$ cat src/rtl/shot_sequencer_pkg.sv
// Shared types and playfield geometry for the shot sequencer.
// Pixel constants are truncated to the 10-bit ball coordinate width.
package shot_pkg;

  localparam int STATE_W = 3;

  typedef enum logic [STATE_W-1:0] {
    ST_IDLE      = 3'd0,
    ST_AIM       = 3'd1,
    ST_LAUNCH    = 3'd2,
    ST_FLIGHT    = 3'd3,
    ST_MADE      = 3'd4,
    ST_MISS      = 3'd5,
    ST_VIOLATION = 3'd6,
    ST_HOLD      = 3'd7
  } state_t;

  localparam int PIX_W      = 10;
  localparam int HOOP_X_MIN = 540;
  localparam int HOOP_X_MAX = 580;
  localparam int HOOP_Y     = 120;
  localparam int FLOOR_Y    = 470;
  localparam int X_LIMIT    = 639;

  localparam int SHOT_SECS  = 24;
  localparam int SCORE_W    = 7;
  localparam int SCORE_MAX  = 99;

  // The score display only has two digits, so the count pins at SCORE_MAX.
  function automatic logic [SCORE_W-1:0] score_inc(input logic [SCORE_W-1:0] s);
    return (s >= SCORE_W'(SCORE_MAX)) ? s : s + SCORE_W'(1);
  endfunction

endpackage

$ cat src/rtl/shot_sequencer_if.sv
// Bundle between the sequencer, the kinematic block, the accelerometer and the displays.
// master is the sequencer side; slave is the surrounding top level.
interface shot_sequencer_if;

  logic signed [15:0] accel_x;
  logic signed [15:0] accel_y;
  logic        [9:0]  ball_x;
  logic        [9:0]  ball_y;
  logic               kin_rst;
  logic               kin_go;
  logic signed [15:0] aim_x;
  logic signed [15:0] aim_y;
  logic        [4:0]  shot_clock;
  logic        [6:0]  score;
  logic               made;
  logic        [2:0]  state;

  modport master (
    input  accel_x, accel_y, ball_x, ball_y,
    output kin_rst, kin_go, aim_x, aim_y, shot_clock, score, made, state
  );

  modport slave (
    output accel_x, accel_y, ball_x, ball_y,
    input  kin_rst, kin_go, aim_x, aim_y, shot_clock, score, made, state
  );

endinterface

$ cat src/rtl/shot_sequencer_btn_debounce.sv
// Push-button conditioner: 2-FF synchronizer, stability counter and a one-cycle
// pulse when the accepted level goes high. Shared with the other board buttons.
module btn_debounce #(
  parameter int STABLE_CYC = 1_000_000
) (
  input  logic clk,
  input  logic rst,
  input  logic btn_raw,
  output logic press
);

  localparam int CNT_W = (STABLE_CYC > 1) ? $clog2(STABLE_CYC) : 1;
  localparam logic [CNT_W-1:0] CNT_LAST = CNT_W'(STABLE_CYC - 1);

  logic             sync1;
  logic             sync2;
  logic             level;
  logic [CNT_W-1:0] cnt;

  // The accepted level only flips after STABLE_CYC consecutive disagreeing samples;
  // press fires on the same edge the level rises.
  always_ff @(posedge clk) begin
    if (rst) begin
      sync1 <= 1'b0;
      sync2 <= 1'b0;
      level <= 1'b0;
      cnt   <= '0;
      press <= 1'b0;
    end else begin
      sync1 <= btn_raw;
      sync2 <= sync1;
      press <= 1'b0;
      if (sync2 == level) begin
        cnt <= '0;
      end else if (cnt == CNT_LAST) begin
        cnt   <= '0;
        level <= sync2;
        press <= sync2;
      end else begin
        cnt <= cnt + CNT_W'(1);
      end
    end
  end

endmodule

$ cat src/rtl/shot_sequencer.sv
// Game controller for one shot: aim, launch the kinematic block, judge make/miss,
// and run the shot clock and score for the displays.
module shot_sequencer
  import shot_pkg::*;
#(
  parameter int CLK_HZ       = 100_000_000,
  parameter int DEBOUNCE_CYC = 1_000_000,
  parameter int HOLD_CYC     = 50_000_000
) (
  input  logic              CLK100MHZ,
  input  logic              rst,
  input  logic              btn_shoot,
  shot_sequencer_if.master  bus
);

  localparam int TICK_W = (CLK_HZ > 1) ? $clog2(CLK_HZ) : 1;
  localparam int HOLD_W = (HOLD_CYC > 1) ? $clog2(HOLD_CYC) : 1;

  localparam logic [TICK_W-1:0] TICK_LAST = TICK_W'(CLK_HZ - 1);
  localparam logic [HOLD_W-1:0] HOLD_LAST = HOLD_W'(HOLD_CYC - 1);

  localparam logic [PIX_W-1:0] X_MIN     = PIX_W'(HOOP_X_MIN);
  localparam logic [PIX_W-1:0] X_MAX     = PIX_W'(HOOP_X_MAX);
  localparam logic [PIX_W-1:0] RIM_Y     = PIX_W'(HOOP_Y);
  localparam logic [PIX_W-1:0] FLOOR_PIX = PIX_W'(FLOOR_Y);
  localparam logic [PIX_W-1:0] X_EDGE    = PIX_W'(X_LIMIT);
  localparam logic [4:0]       SHOT_LOAD = 5'(SHOT_SECS);

  state_t            st;
  state_t            nxt;
  logic              press;
  logic              tick;
  logic              hold_done;
  logic              make_hit;
  logic              miss_hit;
  logic [TICK_W-1:0] tick_cnt;
  logic [HOLD_W-1:0] hold_cnt;
  logic [PIX_W-1:0]  prev_y;

  btn_debounce #(
    .STABLE_CYC (DEBOUNCE_CYC)
  ) u_debounce (
    .clk     (CLK100MHZ),
    .rst     (rst),
    .btn_raw (btn_shoot),
    .press   (press)
  );

  assign tick      = (st == ST_AIM)  && (tick_cnt == TICK_LAST);
  assign hold_done = (st == ST_HOLD) && (hold_cnt == HOLD_LAST);

  // Only a downward pass through the rim line counts; prev_y is last cycle's row.
  assign make_hit = (bus.ball_x >= X_MIN) && (bus.ball_x <= X_MAX) &&
                    (prev_y < RIM_Y) && (bus.ball_y >= RIM_Y);
  assign miss_hit = (bus.ball_y >= FLOOR_PIX) || (bus.ball_x >= X_EDGE);

  always_comb begin
    nxt = st;
    unique case (st)
      ST_IDLE:   if (press) nxt = ST_AIM;
      ST_AIM: begin
        if (tick && (bus.shot_clock == 5'd1)) nxt = ST_VIOLATION;
        else if (press)                       nxt = ST_LAUNCH;
      end
      ST_LAUNCH: nxt = ST_FLIGHT;
      ST_FLIGHT: begin
        if (make_hit)      nxt = ST_MADE;
        else if (miss_hit) nxt = ST_MISS;
      end
      ST_MADE, ST_MISS, ST_VIOLATION: nxt = ST_HOLD;
      ST_HOLD:   if (hold_done) nxt = ST_IDLE;
      default:   nxt = ST_IDLE;
    endcase
  end

  // Outputs are decoded from the next state so they line up with the state register.
  always_ff @(posedge CLK100MHZ) begin
    if (rst) begin
      st             <= ST_IDLE;
      bus.kin_rst    <= 1'b1;
      bus.kin_go     <= 1'b0;
      bus.aim_x      <= '0;
      bus.aim_y      <= '0;
      bus.shot_clock <= SHOT_LOAD;
      bus.score      <= '0;
      bus.made       <= 1'b0;
      tick_cnt       <= '0;
      hold_cnt       <= '0;
      prev_y         <= '0;
    end else begin
      st          <= nxt;
      bus.kin_rst <= (nxt == ST_IDLE) || (nxt == ST_AIM);
      bus.kin_go  <= (nxt == ST_LAUNCH) || (nxt == ST_FLIGHT);
      bus.made    <= (nxt == ST_MADE);

      if (nxt == ST_MADE) bus.score <= score_inc(bus.score);

      if (st == ST_AIM) begin
        bus.aim_x <= bus.accel_x;
        bus.aim_y <= bus.accel_y;
      end

      // Held at zero outside AIM so every shot starts with a full first second.
      tick_cnt <= (st == ST_AIM && !tick) ? tick_cnt + TICK_W'(1) : '0;
      hold_cnt <= (st == ST_HOLD) ? hold_cnt + HOLD_W'(1) : '0;

      if (nxt == ST_IDLE) bus.shot_clock <= SHOT_LOAD;
      else if (tick)      bus.shot_clock <= bus.shot_clock - 5'd1;

      if (st == ST_LAUNCH || st == ST_FLIGHT) prev_y <= bus.ball_y;
    end
  end

  assign bus.state = st;

endmodule

$ cat src/flat_wrapper.sv
// flat-port wrapper written by rule: the top's interface ports become plain ports
module shot_sequencer_flat import shot_pkg::*;
#(
  parameter int CLK_HZ       = 100_000_000,
  parameter int DEBOUNCE_CYC = 1_000_000,
  parameter int HOLD_CYC     = 50_000_000
)
  (CLK100MHZ, rst, btn_shoot, bus_accel_x, bus_accel_y, bus_ball_x, bus_ball_y, bus_kin_rst, bus_kin_go, bus_aim_x, bus_aim_y, bus_shot_clock, bus_score, bus_made, bus_state);
  shot_sequencer_if bus_i ();
  input  logic CLK100MHZ;
  input  logic rst;
  input  logic btn_shoot;
  input wire logic [$bits(bus_i.accel_x)-1:0] bus_accel_x;
  input wire logic [$bits(bus_i.accel_y)-1:0] bus_accel_y;
  input wire logic [$bits(bus_i.ball_x)-1:0] bus_ball_x;
  input wire logic [$bits(bus_i.ball_y)-1:0] bus_ball_y;
  output wire logic [$bits(bus_i.kin_rst)-1:0] bus_kin_rst;
  output wire logic [$bits(bus_i.kin_go)-1:0] bus_kin_go;
  output wire logic [$bits(bus_i.aim_x)-1:0] bus_aim_x;
  output wire logic [$bits(bus_i.aim_y)-1:0] bus_aim_y;
  output wire logic [$bits(bus_i.shot_clock)-1:0] bus_shot_clock;
  output wire logic [$bits(bus_i.score)-1:0] bus_score;
  output wire logic [$bits(bus_i.made)-1:0] bus_made;
  output wire logic [$bits(bus_i.state)-1:0] bus_state;
  assign bus_i.accel_x = bus_accel_x;
  assign bus_i.accel_y = bus_accel_y;
  assign bus_i.ball_x = bus_ball_x;
  assign bus_i.ball_y = bus_ball_y;
  assign bus_kin_rst = bus_i.kin_rst;
  assign bus_kin_go = bus_i.kin_go;
  assign bus_aim_x = bus_i.aim_x;
  assign bus_aim_y = bus_i.aim_y;
  assign bus_shot_clock = bus_i.shot_clock;
  assign bus_score = bus_i.score;
  assign bus_made = bus_i.made;
  assign bus_state = bus_i.state;
  shot_sequencer #(.CLK_HZ(CLK_HZ), .DEBOUNCE_CYC(DEBOUNCE_CYC), .HOLD_CYC(HOLD_CYC)) u_core (.CLK100MHZ(CLK100MHZ), .rst(rst), .btn_shoot(btn_shoot), .bus(bus_i));
endmodule
$ cat config.mk
export PLATFORM = sky130hd
export DESIGN_NAME = shot_sequencer_flat
export DESIGN_NICKNAME = d
export VERILOG_FILES = /design/src/rtl/shot_sequencer_pkg.sv /design/src/rtl/shot_sequencer_if.sv /design/src/rtl/shot_sequencer_btn_debounce.sv /design/src/rtl/shot_sequencer.sv /design/src/flat_wrapper.sv
export SDC_FILE = /design/constraint.sdc
export NUM_CORES = 1
export LEC_CHECK = 0
export CAP_MARGIN = 25
export CORE_AREA = 3 3 94 131
export DETAILED_ROUTE_END_ITERATION = 7
export DIE_AREA = 0 0 97 134
export GPL_TIMING_DRIVEN = 1
export PLACE_DENSITY = 0.81
export RECOVER_POWER = 25
export SLEW_MARGIN = 5
export SYNTH_ARGS = -nofsm -noshare
export SYNTH_HDL_FRONTEND = slang
export SYNTH_HIERARCHICAL = 1
export SYNTH_SLANG_ARGS = --single-unit
$ cat constraint.sdc
create_clock -name CLK100MHZ -period 2.7 [get_ports CLK100MHZ]
set_input_delay 0.54 -clock CLK100MHZ [delete_from_list [all_inputs] [get_ports CLK100MHZ]]
set_output_delay 0.54 -clock CLK100MHZ [all_outputs]
set_load 0.02 [all_outputs]
==> impl_results.md <==
- Status: finished clean
- Post-detailed-route count of antenna-violating nets: 0
- Combinational family with the most area after synthesis: simple AND/OR/NAND/NOR gates
- Fin. Hold Viols: 0
- EDFF count, synth: 0
- Synth Area in Simple Gates: 0.289
- First-pass GRT wire length: between 20000 and 25000 microns
- Starting DRT DRC Count: between 200 and 300
- Post-Syn Instances: between 600 and 700
- Fmax: 410 MHz
- Clock Skew: 4.96 ps
- Final hold slack: around 450 ps
- CTS sink cnt: ~130
- Num CTS Buffers: 17
- Pre-Repair DR Iteration Count: 5
- Mux contribution to synthesized area: 0.0156
- Setup tns final: 0 ps
- Post-route DRC violation count: 0
- Post-route cell area: approximately 0.0076 sq mm
- Ports: ~110
- MaxCap Viol Count: 0
- Die width: around 97 microns
- Core Area: 0.0113 sq mm
- Syn_area_per_cell: approximately 8.5 sq um
- Placed insts: approximately 910
- CTS Buffer Depth: 2
- Post-synth top flop: dfxtp_1
- Skew-Pair Late Insertion Delay: between 400 and 500 ps
- Distinct cells, synth: between 40 and 50
- Worst Path Max Fanout: 8
- Layout cell share with drive strength beyond 1: 0.0689
- IO buf count: 103
- Final core utilization: 0.668
- Antenna diode count: 0
- Routed WL: 13700 microns
- Drt wl/cell: 14.5 microns
- Reg clk slew, reported paths: 60 ps
- Pin count of the biggest net entering global routing: 36
- Slew @ Worst Pin: ~1200 ps
- Gr usage total: 0.210
- P_leak: roughly 2.5 nW
- Hold/Removal Path Class: flop to flop
- Slew margin rel.: 0.208
- CTS tree: done
- Compound-Gate Fraction of Synth Area: 0.0880
- RSZ-0062 raised after global routing: no
- Nets: 847
- Pre-CTS setup slack: -128 ps
- Yosys warnings: 6
- Fin crit period: roughly 2400 ps
- Row count: 46
- Die ar.: around 0.013 sq mm
- CTS hold repair buffers: 0
- H-tree Lvls: 4
- Via Count: roughly 5.2k
- Non-Filler Instances: 942
- Post-CTS Setup Bufs: 0
- Cell Area, Placed: 0.00696 sq mm
- DPL Wire Length: 9640 microns
- Syn Nets: 738
- Initial Util: 0.510
- Crit path kind: input port to flop
- Max-slew violation count: 0
- Post-DR vias/cell: between 5 and 6
- Final setup vio count: 0
- Crit end category: flop
- Number of global-route vias before repair: about 5.1k
- RePlAce Congestion: between 0.8 and 0.9
- Sequential fraction of the synthesis area: 0.464
- Power Density: 595 mW/mm^2
- IR drop worst, VDD: ~0.00045 V
- Die height: about 130 microns
- GRT overflow: 0
- Antenna violations before repair: 0
- Type of origin of the critical path: input port
- Total Power: between 4 and 5 mW
- Final setup margin: approximately 260 ps
- Root Driver: clkbuf_16
- Critical Path RT: between 3000 and 4000 ps
- Final worst path period share: 0.904
- Post-synthesis adder-cell area fraction: 0.0130
- Mapped Area: approximately 0.0058 sq mm
- Seq cells post-synth: between 100 and 150
- Worst EP arrival: 2760 ps
- Post-synth ARST share: 0
- Resized cells post-CTS: 0
- Area grow syn2layout: 30.9%
- XOR/XNOR Fraction of Synth Area: 0.0984
## layout by cell type (no fill, tap or decap), types with 17 or more instances in the layout
cell | Yosys | routed
dfxtp_1 | 134 | 134
nor2_1 | 91 | 91
clkdlybuf4s50_1 | 0 | 102
xnor2_1 | 35 | 35
inv_1 | 20 | 20
a21oi_1 | 47 | 47
nand3_1 | 31 | 31
and3_1 | 18 | 18
nand4_1 | 23 | 23
clkbuf_16 | 0 | 17
xor2_1 | 30 | 30
nand2_1 | 94 | 94
## worst max-delay path: stages
cell	delay [ps]
clkdlybuf4s50_1	480
nor4b_1	290
nand4_1	240
nor3_1	370
o21ai_2	180
or4_1	490
a21oi_1	160
## cells in the mapped netlist (2+ instances only)
cell	number	share of area
o21ba_2	2	0.0035
nor2_1	91	0.059
buf_4	2	0.0026
nand4_1	23	0.025
inv_1	20	0.013
xnor2_1	35	0.053
or2_2	3	0.0032
nor3b_1	2	0.0026
xor2_1	30	0.045
a31oi_1	4	0.0043
o31ai_1	7	0.0091
clkbuf_1	18	0.012
and4_1	7	0.011
nor2b_1	5	0.0054
nor3_1	16	0.014
mux2i_1	9	0.016
o21ai_2	2	0.0030
nand2_1	94	0.061
and2_1	3	0.0032
or3_1	12	0.013
a21oi_1	47	0.041
nor4_1	13	0.014
nor4bb_1	2	0.0035
or4_1	5	0.0065
buf_6	2	0.0039
ha_1	6	0.013
nand3_1	31	0.027
o31a_1	2	0.0030
o21ai_0	11	0.0095
nor4b_1	5	0.0076
and3_1	18	0.019
dfxtp_1	134	0.46
## cell type report
cell class                      instances  area [sq um]
Tap cell                              144           180
Inverter                               21          81.3
Sequential cell                       134          2680
Timing Repair Buffer                  112          1090
Multi-Input combinational cell        500          2920
Clock inverter                         12           178
Fill cell                             882          3770
Clock buffer                           19           443
## worst paths after layout
| path | endpoint | slack [ps] | depth (start not counted) | start |
|---|---|---|---|---|
| min | u_core/u_debounce/sync2 | 450 | 1 | u_core/u_debounce/sync1 |
| max | u_core/bus.score[4] | 260 | 7 | bus_ball_x[9] |
| max reg2reg | u_core/tick_cnt[26] | 400 | 8 | u_core/tick_cnt[0] |
| min reg2reg | u_core/u_debounce/sync2 | 450 | 1 | u_core/u_debounce/sync1 |
## report_power, final
part           switching, mW  internal [mW]  leakage [nW]  total [mW]
sequential           0.00110           1.98          1.08        1.98
combinational         0.0409         0.0752          1.10       0.116
clock                  0.844           1.56         0.291        2.41
total                  0.886           3.62          2.47        4.50
## metal layers
layer | up-vias | part of all wire | GRT usage
li1 | 2567 | - | -
met1 | 2441 | 0.38 | 0.214
met2 | 165 | 0.54 | 0.401
met3 | 32 | 0.051 | 0.0578
met4 | 0 | 0.023 | 0.0804
met5 | - | 0 | 0
## kinds of logic (layout without fill, tap and decap cells)
kind of cell,Yosys count,count (layout)
compound gates,84,84
xor+xnor,65,65
fa+ha+maj,6,6
buf+inv,43,164
flops,134,134
mux,9,9
simple gates,336,336
## sequential cells by signal, summed over array words and instances, names as in the netlist, 3 cells and up
register,flops
u_core/u_debounce/cnt,20
u_core/bus.aim_y,16
u_core/bus.state,3
u_core/bus.score,7
u_core/hold_cnt,26
u_core/prev_y,7
u_core/tick_cnt,27
u_core/bus.shot_clock,5
u_core/bus.aim_x,16
(Power assumes the default switching activity.)
